**src/rtl/collector_6_to_1_7bits.sv**
```systemverilog
// collector_6_to_1_7bits: captures six parallel lanes as one frame and replays them
// on a single tagged stream, lane 1 first, with valid/ready on both sides.
module collector_6_to_1_7bits #(
    parameter int DATA_WIDTH = 7
) (
    input  logic                  clk,
    input  logic                  reset,
    input  logic [DATA_WIDTH-1:0] din_1,
    input  logic [DATA_WIDTH-1:0] din_2,
    input  logic [DATA_WIDTH-1:0] din_3,
    input  logic [DATA_WIDTH-1:0] din_4,
    input  logic [DATA_WIDTH-1:0] din_5,
    input  logic [DATA_WIDTH-1:0] din_6,
    input  logic                  in_valid,
    output logic                  in_ready,
    output logic [DATA_WIDTH-1:0] dout,
    output logic [2:0]            dout_sel,
    output logic                  dout_valid,
    output logic                  dout_last,
    input  logic                  dout_ready
);
    typedef enum logic {IDLE, SEND} state_t;
    state_t                state_q, state_d;
    logic [2:0]            idx_q, idx_d;
    logic [DATA_WIDTH-1:0] cap_q [6];
    logic                  send, accept, beat, at_last;
    // index values 6 and 7 are treated as IDLE so a corrupted index cannot stall the stream
    assign send       = state_q == SEND && idx_q <= 3'd5;
    assign at_last    = send && idx_q == 3'd5;
    assign beat       = send && dout_ready;
    assign in_ready   = !reset && (!send || (at_last && dout_ready));
    assign accept     = in_valid && in_ready;
    assign dout_valid = send;
    assign dout_sel   = send ? idx_q : 3'd0;
    assign dout_last  = at_last;
    always_comb begin
        dout = '0;
        for (int i = 0; i < 6; i++)
            if (send && idx_q == 3'(i)) dout = cap_q[i];
    end
    always_comb begin
        state_d = accept ? SEND : !send ? IDLE : (beat && at_last) ? IDLE : SEND;
        idx_d   = (accept || !send || (beat && at_last)) ? 3'd0 : beat ? idx_q + 3'd1 : idx_q;
    end
    always_ff @(posedge clk) begin
        if (reset) begin
            state_q <= IDLE;
            idx_q   <= 3'd0;
            for (int i = 0; i < 6; i++) cap_q[i] <= '0;
        end else begin
            state_q <= state_d;
            idx_q   <= idx_d;
            if (accept) begin
                cap_q[0] <= din_1;
                cap_q[1] <= din_2;
                cap_q[2] <= din_3;
                cap_q[3] <= din_4;
                cap_q[4] <= din_5;
                cap_q[5] <= din_6;
            end
        end
    end
endmodule
```
**config.mk**
```make
export PLATFORM = sky130hd
export DESIGN_NAME = collector_6_to_1_7bits
export DESIGN_NICKNAME = d
export VERILOG_FILES = /design/src/rtl/collector_6_to_1_7bits.sv
export SDC_FILE = /design/constraint.sdc
export NUM_CORES = 1
export LEC_CHECK = 0
export ABC_AREA = 1
export CAP_MARGIN = 20
export CORE_ASPECT_RATIO = 1.1
export CORE_MARGIN = 10
export CORE_UTILIZATION = 46
export CTS_CLUSTER_SIZE = 20
export DETAILED_ROUTE_END_ITERATION = 12
export HOLD_SLACK_MARGIN = 0.05
export MAX_ROUTING_LAYER = met4
export PLACE_DENSITY = 0.77
export SLEW_MARGIN = 10
export SYNTH_ARGS = -nofsm -noshare
export SYNTH_HDL_FRONTEND = slang
export SYNTH_SLANG_ARGS = --single-unit
```
**constraint.sdc**
```tcl
create_clock -name clk -period 2.9 [get_ports clk]
set_input_delay 0.87 -clock clk [delete_from_list [all_inputs] [get_ports clk]]
set_output_delay 0.87 -clock clk [all_outputs]
set_load 0.05 [all_outputs]
```
==> results of run 1 <==
## power by group through the flow
stage	logic, W	clock network (W)	registers [W]
after floorplan	0.000133	0	0.000794
after global placement	0.000251	0	0.000800
after detailed placement	0.000255	0	0.000802
after CTS	0.000258	0.000481	0.000787
after global routing	0.000280	0.000504	0.000791
final	0.000258	0.000473	0.000787
## worst paths after layout
path / endpoint / cells past startpoint
setup / recovery: dout[3] / 12
setup reg to reg: cap_q[2][5] / 10
hold reg to reg: idx_q[1] / 2
hold / removal: idx_q[1] / 2
## critical path, delay by kind of cell (launching register included)
| family | cells | cell delay, ns |
|---|---|---|
| simple gates | 8 | 0.74 |
| flops | 1 | 0.37 |
| buf+inv | 3 | 0.31 |
| fa+ha+maj | 1 | 0.19 |
## registers in the layout, indices dropped and copies added (netlist names)
name,flops
cap_q,42
idx_q,3
state_q,1
## layer usage
layer / GRT usage / share of wire / vias to the layer above
met1: 0.132 / 0.39 / 948
met2: 0.240 / 0.56 / 60
met3: 0.0216 / 0.029 / 8
met5: - / 0 / -
li1: - / - / 1095
met4: 0.0534 / 0.019 / 0
## final cells by class
type	instances	area, µm²
clock buffer	6	72.6
fill	501	2060
sequential	46	1350
timing repair buffer	63	764
clock inverter	2	37.5
inverter	89	338
multi-input combinational	180	1020
tap	77	96.3
## kinds of logic (layout without fill, tap and decap cells)
group	count (synthesis)	after routing	synth area share
compound gates	11	11	0.0204
simple gates	163	164	0.305
fa+ha+maj	5	5	0.0232
flops	46	46	0.497
buf+inv	99	160	0.155
## per-stage QoR
step	utilization	power, W
3_3_place_gp	0.606	0.00105
5_1_grt	0.641	0.00158
6_report	0.641	0.00152
4_1_cts	0.629	0.00153
3_5_place_dp	0.606	0.00106
2_1_floorplan	-	0.000927
## cell usage in the layout (no fill, tap or decap)
cell type | netlist | routed
nor2_1 | 8 | 8
nand2_2 | 1 | 4
nand3_2 | 1 | 1
or2_1 | 1 | 1
dfxtp_1 | 4 | 1
nand2_4 | 3 | 2
nand3b_1 | 1 | 1
o21ai_1 | 5 | 6
clkbuf_8 | 0 | 5
ha_4 | 0 | 2
ha_1 | 5 | 3
inv_2 | 2 | 2
o21ai_0 | 3 | 2
buf_6 | 4 | 1
nor2_4 | 3 | 3
nor2_2 | 39 | 39
clkdlybuf4s50_1 | 0 | 45
nand3b_4 | 0 | 2
inv_4 | 0 | 1
bufinv_16 | 0 | 1
a21oi_1 | 3 | 3
inv_1 | 85 | 85
dfxtp_2 | 0 | 3
nand3_1 | 8 | 7
buf_12 | 0 | 14
clkinvlp_4 | 0 | 1
buf_4 | 4 | 3
clkinv_2 | 0 | 1
edfxtp_1 | 42 | 42
nand3_4 | 0 | 1
clkbuf_1 | 1 | 1
nand4_1 | 14 | 14
nand2_8 | 0 | 1
nand2_1 | 83 | 80
## what timing repair did
| action | in CTS | in global routing |
|---|---|---|
| gates resized for setup | 5 | 14 |
| pin swaps | 0 | 3 |
| setup endpoints to repair | 7 | 8 |
| hold buffers | 0 | 0 |
| cloned | 0 | 1 |
==> flow_metrics.env, run 1 <==
export IMPL_yosysTopAreaCell="edfxtp_1"
export IMPL_crit_path_max_incr_delay_ns=0.37
export IMPL_final_cell_count_no_fill=463
export IMPL_syn_inst=324
export IMPL_clockRootBuffer="clkbuf_8"
export IMPL_drcViolationCount=0
export IMPL_power_frac_comb=0.170
export IMPL_antenna_found_initial=0
export IMPL_pre_cts_slack_ns=0.171
export IMPL_min_from="idx_q[1]"
export IMPL_drv_slew=0
export IMPL_power_switching_w=0.000370
export IMPL_ys_seq_elements=46
export IMPL_syn2layout_area_growth_pct=36.2
export IMPL_cp_slowest_cell="dfxtp_2"
export IMPL_cp_common_cell="nand2_1"
export IMPL_ys_flop_type="edfxtp_1"
export IMPL_rows=29
export IMPL_wirelength_um=5960
export IMPL_die_y_um=100
export IMPL_cp_end_kind="primary output"
export IMPL_cts_sink_count=46
export IMPL_ys_seq_area_frac=0.497
export IMPL_run_status="finished clean"
export IMPL_postCtsSetupBuffers=0
export IMPL_layout_nets=436
export IMPL_worst_pin_slew_ns=0.360
export IMPL_syn_avg_cell_area_um2=8.33
export IMPL_max_cap_violations=0
export IMPL_p_leak_nw=1.72
export IMPL_grt_pass1_vias=2057
export IMPL_startpoint="idx_q[1]"
export IMPL_dr_pass1_iters=4
export IMPL_drt_iter0_markers=119
export IMPL_synth_nets=375
export IMPL_viasPerCell=4.56
export IMPL_via_count=2111
export IMPL_portBuffers=58
export IMPL_hold_ws_ns=0.500
export IMPL_htreeDepth=2
export IMPL_setup_viol=0
export IMPL_critPathLaunchType="flop"
export IMPL_layout_drive_gt1_share=0.225
export IMPL_r2r_slack_ns=0.82
export IMPL_period_minus_slack_ns=2.78
export IMPL_pwr_share_seq=0.518
export IMPL_start_util=0.471
export IMPL_fin_worst_skew_ns=0.00877
export IMPL_cts_tree="done"
export IMPL_yosys_warnings=0
export IMPL_synth_common_cells="85 x inv_1, 83 x nand2_1, 42 x edfxtp_1, 39 x nor2_2, 14 x nand4_1"
export IMPL_worstPathRequired_ns=2.03
export IMPL_synth_area_um2=2700
export IMPL_r2r_start="idx_q[1]"
export IMPL_postLayoutCellArea_um2=3680
export IMPL_synth_cell_type_count=25
export IMPL_worstPathMaxFanout=11
export IMPL_die_x_um=93.0
export IMPL_max_slew_margin_rel=0.760
export IMPL_finalWeightedCongestion=0.755
export IMPL_synth_edf_count=42
export IMPL_pin_count=59
export IMPL_worst_slack_ns=0.122
export IMPL_grt_pass1_wl_um=9390
export IMPL_dp_hpwl_um=4410
export IMPL_hold_path_class="flop to flop"
export IMPL_power_density_nw_per_um2=413
export IMPL_ys_async_sr_fraction=0
export IMPL_clockPowerShare=0.312
export IMPL_timing_fmax_ghz=0.360
export IMPL_intPower_w=0.00115
export IMPL_switching_share=0.244
export IMPL_critPathKind="flop to primary output"
export IMPL_ant_nets=0
export IMPL_max_vdd_ir_drop_v=0.000334
export IMPL_worstPathCellList="inv_1 > ha_4 > nor2_4 > nand2_8 > nand3_4 > nand2_1 > inv_1 > nand2_1 > nand2_1 > nand2_1 > nand2_1 > buf_12"
export IMPL_core_um2=5730
export IMPL_grt_max_degree=43
export IMPL_clock_path_buffers=2
export IMPL_cp_data_arrival_time_ns=1.91
export IMPL_place_area_um2=3470
export IMPL_hold_viol_final=0
export IMPL_min_period_over_period=0.958
export IMPL_cts_buffers=5
export IMPL_antenna_cells=0
export IMPL_setup_tns_ns=0
export IMPL_overflow=0
export IMPL_synth_top_cell_area_share=0.467
export IMPL_clk_pin_slew_ns=0.08
export IMPL_synth_area_top_cells="edfxtp_1 47%, inv_1 12%, nand2_1 12%"
export IMPL_track_usage=0.130
export IMPL_clk_latency_ns=0.30
export IMPL_wire_per_inst_um=12.9
export IMPL_synthMostInstantiatedCell="inv_1"
export IMPL_placed_cells=454
export IMPL_fp_dieArea_um2=9330
(Power assumes the default switching activity.)
==> run 2, diff against run 1 <==
Settings changed: ABC_CLOCK_PERIOD_IN_PS set to 3170, CORE_UTILIZATION 46 to 51, PLACE_DENSITY 0.77 to 0.8.
Clock period 2.9 ns to 3.17 ns, I/O delays scaled along.
==> run 2 against run 1 <==
  * Sequential share of layout area up 1.5 points
  * Worst setup slack better by 0.085 ns
  * Cell count down 4.3%
  * Critical path depth down 1
  * Non-clock buffer count unchanged
  * Sequential power down 8.4%
  * First-iteration DRC count down 4.2%
  * Clock skew about the same
  * Hold slack better by 0.015 ns
  * Die area down 7.8%
  * Largest cell class unchanged
==> flow_metrics.env, run 2 (synthesis gave the netlist of run 1 again) <==
export IMPL_worstRegToRegCells=10
export IMPL_grt_pass1_vias=2009
export IMPL_wire_per_inst_um=12.2
export IMPL_max_slew_margin_rel=0.743
export IMPL_min_period_over_period=0.935
export IMPL_wirelength_um=5390
export IMPL_syn2layout_area_growth_pct=30.6
export IMPL_placed_cells=435
export IMPL_clock_path_buffers=2
export IMPL_cts_sink_count=46
export IMPL_setup_tns_ns=0
export IMPL_core_um2=5070
export IMPL_viasPerCell=4.56
export IMPL_endpoint="dout[4]"
export IMPL_layout_nets=435
export IMPL_worst_pin_slew_ns=0.385
export IMPL_startpoint="state_q"
export IMPL_finalWeightedCongestion=0.777
export IMPL_cts_hold_buf=0
export IMPL_switching_share=0.234
export IMPL_antenna_found_initial=0
export IMPL_pwr_share_seq=0.526
export IMPL_drv_slew=0
export IMPL_final_cell_mix="85 x inv_1, 82 x nand2_1, 45 x clkdlybuf4s50_1"
export IMPL_rsz0062_at_grt="false"
export IMPL_portBuffers=58
export IMPL_r2r_slack_ns=0.95
export IMPL_worstPathMaxFanout=7
export IMPL_worstPathRequired_ns=2.22
export IMPL_postCtsSetupBuffers=0
export IMPL_power_switching_w=0.000321
export IMPL_track_usage=0.138
export IMPL_clockRootBuffer="clkbuf_8"
export IMPL_multi_input_area_um2=958
export IMPL_setup_viol=0
export IMPL_die_x_um=89.4
export IMPL_largestRegisters="cap_q: 42 flops, idx_q: 3 flops, state_q: 1 flops"
export IMPL_clk_pin_slew_ns=0.08
export IMPL_drt_iter0_markers=114
export IMPL_grt_pass1_wl_um=8890
export IMPL_cts_resized=0
export IMPL_max_vdd_ir_drop_v=0.000293
export IMPL_clk_latency_ns=0.30
export IMPL_cts_buffers=5
export IMPL_final_common_cell="inv_1"
export IMPL_regArea_um2=1340
export IMPL_cp_end_kind="primary output"
export IMPL_p_leak_nw=1.70
export IMPL_pin_count=59
export IMPL_run_status="finished clean"
export IMPL_htreeDepth=2
export IMPL_cp_data_arrival_time_ns=2.01
export IMPL_largest_register="cap_q"
export IMPL_ant_nets=0
export IMPL_overflow=0
export IMPL_clockPowerShare=0.307
export IMPL_r2r_start="idx_q[1]"
export IMPL_die_y_um=96.3
export IMPL_rows=27
export IMPL_critPathLaunchType="flop"
export IMPL_period_minus_slack_ns=2.96
export IMPL_via_count=2018
export IMPL_hold_viol_final=0
export IMPL_fp_dieArea_um2=8600
export IMPL_timing_fmax_ghz=0.337
export IMPL_layout_drive_gt1_share=0.200
export IMPL_start_util=0.533
export IMPL_power_density_nw_per_um2=389
export IMPL_drcViolationCount=0
export IMPL_fin_worst_skew_ns=0.00835
export IMPL_power_frac_comb=0.167
export IMPL_hold_path_class="flop to flop"
export IMPL_worstReg2RegEnd="cap_q[4][4]"
export IMPL_max_cap_violations=0
export IMPL_final_cell_count_no_fill=443
export IMPL_dr_pass1_iters=4
export IMPL_dp_hpwl_um=4170
export IMPL_intPower_w=0.00105
export IMPL_grt_max_degree=43
export IMPL_critPathKind="flop to primary output"
export IMPL_cts_tree="done"
export IMPL_largest_register_ffs=42
export IMPL_nFillCells=402
export IMPL_antenna_cells=0
run 2: worst min path at each step:
stage	startpoint	to	slack, ns	cells after the start
2_1_floorplan	idx_q[1]	idx_q[1]	0.48	2
3_3_place_gp	idx_q[1]	idx_q[1]	0.49	2
3_5_place_dp	idx_q[1]	idx_q[1]	0.50	2
4_1_cts	idx_q[1]	idx_q[1]	0.52	2
5_1_grt	idx_q[0]	idx_q[0]	0.55	2
6_report	idx_q[1]	idx_q[1]	0.52	2
run 2: power groups by stage:
stage / registers (W) / logic (W) / clock network, W
floorplan: 0.000727 / 0.000121 / 0
global placement: 0.000734 / 0.000226 / 0
detailed placement: 0.000735 / 0.000230 / 0
CTS: 0.000721 / 0.000231 / 0.000431
global route: 0.000725 / 0.000248 / 0.000461
finish: 0.000721 / 0.000229 / 0.000420
run 2: worst max-delay path, cell delays in order, from the launching register on:
cell     delay, ns
dfxtp_1       0.56
inv_1         0.10
nor2_1        0.19
nand2_1       0.19
nand2_1       0.12
inv_1         0.05
nand2_1       0.07
nand2_1       0.05
nand2_1       0.06
nand2_1       0.07
nand2_1       0.11
buf_12        0.14
run 2: through the flow:
stage | utilization | hold slack, ns | power (W) | setup slack (ns) | cell area, µm²
CTS | 0.692 | 0.516 | 0.00138 | 0.128 | 3500
finish | 0.695 | 0.515 | 0.00137 | 0.207 | 3520
detailed placement | 0.671 | 0.503 | 0.000965 | 0.247 | 3400
floorplan | - | 0.476 | 0.000848 | 0.182 | 2700
global placement | 0.671 | 0.494 | 0.000960 | 0.290 | 3400
global route | 0.695 | 0.551 | 0.00143 | 0.0204 | 3520
run 2: final cells by class:
class,count,share of cell area
inverter,89,0.0948
multi-input combinational,179,0.272
timing repair buffer,63,0.202
sequential,46,0.381
clock buffer,7,0.0217
tap,58,0.0206
clock inverter,1,0.00852
run 2: layer usage:
layer	GRT usage	up-vias	part of all wire
met1	0.159	873	0.41
met3	0.0321	8	0.047
met5	-	-	0
met4	0.0610	0	0.022
li1	-	1090	-
met2	0.225	47	0.52
==> run 3, diff against run 2 <==
Settings changed: ABC_AREA 1 to unset, CORE_UTILIZATION 51 to 42, CTS_BUF_LIST set to sky130_fd_sc_hd__clkbuf_8, PLACE_DENSITY 0.8 to 0.71.
==> run 3 against run 2 <==
  * Core utilization fell by 5.4 points
  * Worst setup slack got worse by 0.11 ns
  * Final area fell by 7.7%
  * Critical path depth fell by 5
  * Combinational power fell by 14%
  * Sequential share of layout area rose by 3.3 points
  * Total power fell by 1.1%
  * Routed wire length fell by 7.5%
  * Critical path type unchanged
  * Critical endpoint is now dout[5]
==> flow_metrics.env, run 3 <==
export IMPL_track_usage=0.121
export IMPL_via_count=1576
export IMPL_switching_share=0.224
export IMPL_finalCoreUtilization=0.642
export IMPL_ys_seq_area_frac=0.607
export IMPL_drt_iter0_markers=58
export IMPL_largest_register_ffs=42
export IMPL_clockPowerShare=0.321
export IMPL_max_vdd_ir_drop_v=0.000263
export IMPL_yosysTopAreaCell="edfxtp_1"
export IMPL_cp_data_arrival_time_ns=2.13
export IMPL_wire_per_inst_um=16.2
export IMPL_pwr_share_seq=0.534
export IMPL_layout_nets=300
export IMPL_clockRootBuffer="clkbuf_8"
export IMPL_worst_pin_slew_ns=0.439
export IMPL_core_um2=5070
export IMPL_wirelength_um=4990
export IMPL_fin_worst_skew_ns=0.00603
export IMPL_path_buf_inv=2
export IMPL_viasPerCell=5.12
export IMPL_multi_input_area_um2=927
export IMPL_nFillCells=387
export IMPL_pre_cts_slack_ns=0.153
export IMPL_cts_tree="done"
export IMPL_ant_nets=0
export IMPL_yosys_warnings=0
export IMPL_clk_latency_ns=0.30
export IMPL_synth_common_cells="42 x and2_1, 42 x edfxtp_1, 8 x a31oi_1, 8 x nand2_1, 8 x o211ai_1"
export IMPL_ys_async_sr_fraction=0
export IMPL_syn2layout_area_growth_pct=47.2
export IMPL_cts_sink_count=46
export IMPL_hold_viol_final=0
export IMPL_rows=27
export IMPL_pin_count=59
export IMPL_crit_path_max_incr_delay_ns=0.52
export IMPL_ys_flop_type="edfxtp_1"
export IMPL_p_total_w=0.00135
export IMPL_clock_path_buffers=2
export IMPL_ys_seq_elements=46
export IMPL_p_leak_nw=1.19
export IMPL_synth_edf_count=42
export IMPL_grt_max_degree=43
export IMPL_worst_slack_ns=0.0935
export IMPL_timing_fmax_ghz=0.325
export IMPL_min_period_over_period=0.971
export IMPL_syn_avg_cell_area_um2=12.1
export IMPL_die_y_um=96.1
export IMPL_antenna_found_initial=0
export IMPL_synth_nets=234
export IMPL_worstPathCellList="inv_1 > ha_2 > nor2b_1 > or4_4 > a31oi_4 > buf_12"
export IMPL_cts_hold_buf=0
export IMPL_power_frac_comb=0.145
export IMPL_syn_inst=183
export IMPL_grt_pass1_vias=1629
export IMPL_cp_slowest_cell="or4_4"
export IMPL_htreeDepth=2
export IMPL_setup_viol=0
export IMPL_max_slew_margin_rel=0.706
export IMPL_cpLargestDelayFamily="simple AND/OR/NAND/NOR gates"
export IMPL_grt_pass1_wl_um=7750
export IMPL_dr_pass1_iters=4
export IMPL_overflow=0
export IMPL_antenna_cells=0
export IMPL_regArea_um2=1350
export IMPL_drcViolationCount=0
export IMPL_start_util=0.436
export IMPL_dp_hpwl_um=3650
export IMPL_clk_pin_slew_ns=0.08
export IMPL_synth_area_top_cells="edfxtp_1 57%, and2_1 12%, dfxtp_1 3.6%"
export IMPL_power_switching_w=0.000304
export IMPL_largestRegisters="cap_q: 42 flops, idx_q: 3 flops, state_q: 1 flops"
export IMPL_fp_dieArea_um2=8570
export IMPL_run_status="finished clean"
export IMPL_max_cap_violations=0
export IMPL_synth_top_cell_area_share=0.571
export IMPL_finalWeightedCongestion=0.811
export IMPL_worstPathMaxFanout=9
export IMPL_critPathLaunchType="flop"
export IMPL_cp_end_kind="primary output"
export IMPL_intPower_w=0.00105
export IMPL_drv_slew=0
export IMPL_synth_cell_type_count=32
export IMPL_synth_area_um2=2210
export IMPL_worstPathRequired_ns=2.22
export IMPL_critPathKind="flop to primary output"
export IMPL_die_x_um=89.2
export IMPL_cts_buffers=5
export IMPL_power_density_nw_per_um2=416
export IMPL_layout_drive_gt1_share=0.220
export IMPL_final_cell_mix="45 x clkdlybuf4s50_1, 42 x and2_1, 42 x edfxtp_1"
export IMPL_period_minus_slack_ns=3.08
export IMPL_hold_path_class="flop to flop"
export IMPL_largest_register="cap_q"
export IMPL_portBuffers=58
export IMPL_final_common_cell="clkdlybuf4s50_1"
[run 3: cell types whose count changed after synthesis, moves of 6 or more]
cell | previous run | this run
o211ai_1 | 0 | 8
nand2_1 | 83 | 8
o2bb2ai_1 | 0 | 6
nand4_1 | 14 | 1
o22ai_1 | 0 | 7
nor2_2 | 39 | 0
and2_1 | 0 | 42
inv_1 | 85 | 6
a31oi_1 | 0 | 8
[run 3: kinds of logic (layout without fill, tap and decap cells)]
family | after synthesis | in the layout | share of synthesized area
XOR/XNOR | 1 | 1 | 0.00396
buffers and inverters | 14 | 81 | 0.0266
flip-flops | 46 | 46 | 0.607
adder cells (fa/ha/maj) | 5 | 5 | 0.0283
AND/OR/NAND/NOR | 76 | 76 | 0.201
AO/OA/AOI/OAI | 40 | 40 | 0.129
multiplexers | 1 | 1 | 0.00453
[run 3: cell type report]
class	count	share of cell area
inverter	6	0.00693
clock buffer	5	0.0212
timing repair buffer	67	0.237
sequential	46	0.414
clock inverter	3	0.0139
tap	58	0.0223
multi-input combinational	123	0.285
[run 3: worst reg2reg max path: stages (launching register included)]
cell and delay [ns]:
dfxtp_4 0.35, inv_1 0.06, ha_2 0.18, buf_6 0.14, or3_1 0.32, a31oi_1 0.25, buf_4 0.17, nor3b_2 0.04
buf_4 0.22, and2_1 0.21
[run 3: per-layer routing]
| metal | wire length [µm] | part of all wire | GRT usage |
|---|---|---|---|
| met1 | 2150 | 0.43 | 0.146 |
| met2 | 2510 | 0.50 | 0.193 |
| met3 | 217 | 0.044 | 0.0237 |
| met4 | 107 | 0.021 | 0.0531 |
| met5 | 0 | 0 | - |
[run 3: through the flow]
stage                     hold slack, ns  TNS [ns]  instance area, µm²  std cells
after floorplan                    0.552         0                2250        183
after global placement             0.581         0                3030        297
after detailed placement           0.647         0                3030        297
after CTS                          0.681         0                3190        307
after global routing               0.740  -0.00801                3250        308
final                              0.730         0                3250        308
[run 3: power groups by stage]
stage / Clock, W / Sequential (W) / Combinational [W]
2_1_floorplan: 0 / 0.000730 / 0.0000870
3_3_place_gp: 0 / 0.000737 / 0.000188
3_5_place_dp: 0 / 0.000736 / 0.000190
4_1_cts: 0.000448 / 0.000722 / 0.000192
5_1_grt: 0.000467 / 0.000727 / 0.000210
6_report: 0.000435 / 0.000723 / 0.000196
[run 3: timing repair]
action / CTS / global route
pin swaps: 2 / 13
resized for setup: 8 / 11
buffers inserted: 2 / 1
endpoints found under the setup margin: 7 / 7
[run 3: worst paths after layout]
check	from	end	slack, ns	depth (start not counted)
worst max-delay path	idx_q[0]	dout[5]	0.09	6
worst min-delay path	state_q	idx_q[0]	0.73	2
worst min register to register	state_q	idx_q[0]	0.73	2
worst max register to register	idx_q[1]	cap_q[0][6]	0.98	9
